==> src/rtl/tdm_demux_8.sv <==
// tdm_demux_8: time-multiplexed serial stream to 8 parallel channels, frame-sync locked, double-buffered.
// Define TDM_DEMUX_PARITY_EN for a 9-slot frame whose last slot carries even parity over slots 0..7.
module tdm_demux_8 #(
    parameter int WIDTH = 1
) (
    input  logic             clk,
    input  logic             rst,
    input  logic             en,
    input  logic             sync,
    input  logic [WIDTH-1:0] din,
    output logic [WIDTH-1:0] y0,
    output logic [WIDTH-1:0] y1,
    output logic [WIDTH-1:0] y2,
    output logic [WIDTH-1:0] y3,
    output logic [WIDTH-1:0] y4,
    output logic [WIDTH-1:0] y5,
    output logic [WIDTH-1:0] y6,
    output logic [WIDTH-1:0] y7,
    output logic [2:0]       slot,
    output logic             locked,
    output logic             frame_done,
    output logic             sync_err,
    output logic             parity_err
);

`ifdef TDM_DEMUX_PARITY_EN
    localparam int SLOT_W = 4;
    localparam int NSH    = 8;
`else
    localparam int SLOT_W = 3;
    localparam int NSH    = 7;
`endif
    // The final slot index equals the number of shadowed slots.
    localparam logic [SLOT_W-1:0] LAST_SLOT = SLOT_W'(NSH);

    typedef enum logic {HUNT, LOCKED} state_t;

    state_t            r_state, w_state_next;
    logic [SLOT_W-1:0] r_slot, w_slot_next;
    logic [WIDTH-1:0]  r_shadow [0:NSH-1];
    logic [WIDTH-1:0]  r_y      [0:7];
    logic              r_frame_done, w_done_next;
    logic              r_sync_err, w_serr_next;
    logic              w_shadow_we;
    logic [2:0]        w_wr_idx;
    logic              w_load_y;
    logic              w_perr_next;

`ifdef TDM_DEMUX_PARITY_EN
    logic r_parity_err;
    logic w_par;

    // Even parity: the XOR of every data bit plus the parity bit must be 0.
    always_comb begin
        w_par = din[0];
        for (int i = 0; i < NSH; i++) begin
            w_par = w_par ^ (^r_shadow[i]);
        end
    end
`endif

    always_comb begin
        w_state_next = r_state;
        w_slot_next  = r_slot;
        w_shadow_we  = 1'b0;
        w_wr_idx     = r_slot[2:0];
        w_load_y     = 1'b0;
        w_done_next  = 1'b0;
        w_serr_next  = 1'b0;
        w_perr_next  = 1'b0;
        if (en) begin
            case (r_state)
                HUNT: begin
                    if (sync) begin
                        w_shadow_we  = 1'b1;
                        w_wr_idx     = 3'd0;
                        w_slot_next  = SLOT_W'(1);
                        w_state_next = LOCKED;
                    end
                end
                default: begin
                    if (sync) begin
                        // An early sync restarts the frame from this sample.
                        w_serr_next = (r_slot != '0);
                        w_shadow_we = 1'b1;
                        w_wr_idx    = 3'd0;
                        w_slot_next = SLOT_W'(1);
                    end else if (r_slot == '0) begin
                        w_serr_next  = 1'b1;
                        w_slot_next  = '0;
                        w_state_next = HUNT;
                    end else if (r_slot == LAST_SLOT) begin
                        w_slot_next = '0;
`ifdef TDM_DEMUX_PARITY_EN
                        if (!w_par) begin
                            w_load_y    = 1'b1;
                            w_done_next = 1'b1;
                        end else begin
                            w_perr_next = 1'b1;
                        end
`else
                        w_load_y    = 1'b1;
                        w_done_next = 1'b1;
`endif
                    end else begin
                        w_shadow_we = 1'b1;
                        w_slot_next = r_slot + 1'b1;
                    end
                end
            endcase
        end
    end

    always_ff @(posedge clk) begin
        if (rst) begin
            r_state      <= HUNT;
            r_slot       <= '0;
            r_frame_done <= 1'b0;
            r_sync_err   <= 1'b0;
        end else begin
            r_state      <= w_state_next;
            r_slot       <= w_slot_next;
            r_frame_done <= w_done_next;
            r_sync_err   <= w_serr_next;
        end
    end

    genvar gi;
    generate
        for (gi = 0; gi < NSH; gi++) begin : g_shadow
            always_ff @(posedge clk) begin
                if (rst) begin
                    r_shadow[gi] <= '0;
                end else if (w_shadow_we && (w_wr_idx == 3'(gi))) begin
                    r_shadow[gi] <= din;
                end
            end
        end

        // Without parity the last channel is taken straight from the final sample.
        for (gi = 0; gi < 8; gi++) begin : g_out
            if (gi < NSH) begin : g_from_shadow
                always_ff @(posedge clk) begin
                    if (rst)           r_y[gi] <= '0;
                    else if (w_load_y) r_y[gi] <= r_shadow[gi];
                end
            end else begin : g_from_din
                always_ff @(posedge clk) begin
                    if (rst)           r_y[gi] <= '0;
                    else if (w_load_y) r_y[gi] <= din;
                end
            end
        end
    endgenerate

`ifdef TDM_DEMUX_PARITY_EN
    always_ff @(posedge clk) begin
        if (rst) r_parity_err <= 1'b0;
        else     r_parity_err <= w_perr_next;
    end
    assign parity_err = r_parity_err;
`else
    assign parity_err = w_perr_next & 1'b0;
`endif

    assign y0         = r_y[0];
    assign y1         = r_y[1];
    assign y2         = r_y[2];
    assign y3         = r_y[3];
    assign y4         = r_y[4];
    assign y5         = r_y[5];
    assign y6         = r_y[6];
    assign y7         = r_y[7];
    assign slot       = r_slot[2:0];
    assign locked     = (r_state == LOCKED);
    assign frame_done = r_frame_done;
    assign sync_err   = r_sync_err;

endmodule
==> config.mk <==
export PLATFORM = sky130hd
export DESIGN_NAME = tdm_demux_8
export DESIGN_NICKNAME = d
export VERILOG_FILES = /design/src/rtl/tdm_demux_8.sv
export SDC_FILE = /design/constraint.sdc
export NUM_CORES = 1
export LEC_CHECK = 0
export ABC_AREA = 1
export CORE_MARGIN = 2
export CORE_UTILIZATION = 45
export DETAILED_ROUTE_END_ITERATION = 16
export DONT_BUFFER_PORTS = 1
export PLACE_DENSITY_LB_ADDON = 0.25
export SYNTH_ARGS = -nofsm -noshare
export SYNTH_HDL_FRONTEND = slang
export SYNTH_SLANG_ARGS = --single-unit
==> constraint.sdc <==
create_clock -name clk -period 4.13 [get_ports clk]
set_input_delay 0.413 -clock clk [delete_from_list [all_inputs] [get_ports clk]]
set_output_delay 0.413 -clock clk [all_outputs]
set_load 0.03 [all_outputs]
==> out/qor.csv <==
stage;metric;value;unit
hold_path;hp-class;input pin to flop;
power_and_ir_drop;p_per_area;335.2;nW/µm²
drt;antenna_left;0;
clock_tree;ctsHoldBuffers;0;
sta;rsz0062_at_grt;false;
global_routing;grt_pass1_wl;3070;µm
synth;synth_seq_cells;21;
global_routing;grt_usage;15.31;%
layout;nFillCells;228;
drt;drtIter0Drc;16;
drt;dr_total_vias;700;
layout;fin_nets;127;
global_routing;grt_max_degree;13;
synth;syn_nets;124;
sta;final.setup_skew;0.003920;ns
synth;seq_area_frac_synth;54.29;%
die;io_pins;20;
worst_setup_path;endpoint_kind;flop;
clock_tree;insertion_delay;0.29;ns
sta;tns;0;ns
clock_tree;post-cts-setup-buffers;0;
power_and_ir_drop;seqPwrFrac;66.7;%
worst_setup_path;critPathKind;flop to flop;
synth;syn_avg_cell_area;9.139;µm²
place;numPortBuffers;0;
global_routing;grt_pass1_vias;706;
sta;timing.fmax;514.4;MHz
flow_run;maxCapViolCount;0;
clock_tree;postCtsResizedCells;0;
sta;finalHoldViolCount;0;
power_and_ir_drop;peakVddDrop;0.1681;mV
place;place.gp.congestion;0.8566;
place;dp.final_hpwl;1343;µm
drt;drt_pre_antenna_iters;4;
layout;final_cells;145;
synth;yosysUniqueCellTypes;20;
sta;fin_crit_sh;47.07;%
sta;setup_ws;2.186;ns
drt;wl;1714;µm
layout;final_cell_mix;inv_1 (21), nand2_1 (21), nor2_1 (16);
clock_tree;clock_path_buffers;2;
worst_setup_path;required;4.11;ns
layout;areaGrowthSynthToFinish;4.523;%
die;dieArea;2738;µm²
synth;yosys_warnings;0;
synth;syn_inst;115;
clock_tree;numCtsBuffers;3;
layout;drive_gt1_share;11.11;%
die;core_area;2212;µm²
power_and_ir_drop;p_leak;0.4942;nW
clock_tree;clk_pin_slew;0.12;ns
drt;vias_per_cell;4.828;
sta;setup_violations;0;
clock_tree;cts.htree.levels;1;
layout;register_area;570.5;µm²
place;placed_cells;141;
clock_tree;cts_root_buffer;clkbuf_4;
layout;multiInputGateArea;382.9;µm²
sta;holdWs;0.1651;ns
layout;diodes;0;
sta;worstMarginPinSlew;0.5363;ns
die;fp.dieH;52.33;µm
power_and_ir_drop;p_sw_share;25.09;%
worst_setup_path;crit_fanout;8;
run_status;status;completed;
layout;fin_util;49.66;%
hold_path;whs_path_depth;1;
sta;period_minus_slack;1.944;ns
drt;drcViolationCount;0;
clock_tree;clock-sinks;21;
power_and_ir_drop;p_switching;0.09240;mW
worst_setup_path;r2r_cells;5;
synth;syn_area;1051;µm²
worst_setup_path;arrival;1.92;ns
die;initial_core_util;47.51;%
sta;relSlewSlack;64.20;%
worst_setup_path;worstSetupStartpointType;flop;
power_and_ir_drop;clkPwrFrac;26.1;%
die;rows;17;
power_and_ir_drop;intPower;0.2759;mW
global_routing;gr-total-overflow;0;
power_and_ir_drop;p_comb_share;7.3;%
die;die_w;52.33;µm
place;preCtsSetupSlack;2.194;ns
clock_tree;cts_tree;built;
sta;finalMaxSlewViolations;0;
global_routing;antenna_found_initial;0;
drt;post_drt_wl_per_cell;11.82;µm
## kinds of logic after synthesis
logic type,count (synthesis),share of synthesized area (%)
simple gates,58,27.98
buf+inv,24,9.285
compound gates,7,3.333
fa+ha+maj,4,4.762
other cells,1,0.3568
flops,21,54.29
## sequential cells by signal, summed over array words and instances, names as in the netlist
signal and flops:
r_shadow 7, sync_err 1, r_y 8, slot 3, frame_done 1, locked 1
## critical path: stages, from the launching register on
cell	delay (ns)
dfxtp_1	0.66
inv_1	0.16
ha_1	0.29
nand2_4	0.13
nand3_1	0.11
nand2_1	0.28
## final cells by class
cell class              count  area share [%]
inverters                  22           7.517
clock buffers               3           2.050
flip-flops and latches     21           51.94
well taps                  28           3.189
clock inverters             1          0.4556
multi-input cells          70           34.85
## stage by stage
step	total power, mW	area (µm²)
floorplan	0.2734	1051
global placement	0.2765	1071
detailed placement	0.2775	1071
CTS	0.3742	1099
global route	0.3866	1099
finish	0.3683	1099
## cells in the mapped netlist
master	n	share of area (%)
a21oi_1	4	1.9
o21ai_0	3	1.4
nand4_4	1	2.0
nor2_2	1	0.60
dfxtp_1	6	11
nand4_1	1	0.60
nand2_4	3	3.2
nand2_2	1	0.60
nor2_1	16	5.7
inv_2	1	0.36
nand2_1	21	7.5
nor3_2	1	0.95
conb_1	1	0.36
ha_1	4	4.8
edfxtp_1	15	43
nand3_1	9	4.3
inv_1	21	7.5
nor2_4	1	1.1
buf_4	2	1.4
nor3_1	3	1.4
## power by group through the flow
stage	combinational [mW]	clock, mW	sequential (mW)
2_1_floorplan	0.0240	0	0.249
3_3_place_gp	0.0261	0	0.250
3_5_place_dp	0.0270	0	0.251
4_1_cts	0.0270	0.101	0.246
5_1_grt	0.0318	0.108	0.247
6_report	0.0267	0.0960	0.246
## path summary, 6_finish.rpt
kind	endpoint	startpoint	slack [ns]
max	r_y[1][0]	slot[0]	2.19
min	slot[2]	rst	0.17
max reg2reg	r_y[1][0]	slot[0]	2.19
min reg2reg	r_y[0][1]	r_shadow[1]	0.56
## per-layer routing
layer | share of wire (%) | vias up | track usage [%]
met5 | 0 | - | 0
met4 | 0.99 | 0 | 6.410
met3 | 4.4 | 2 | 2.857
met2 | 52 | 20 | 26.46
met1 | 42 | 312 | 18.50
li1 | - | 366 | -
Power figures use the tool's default switching activity.
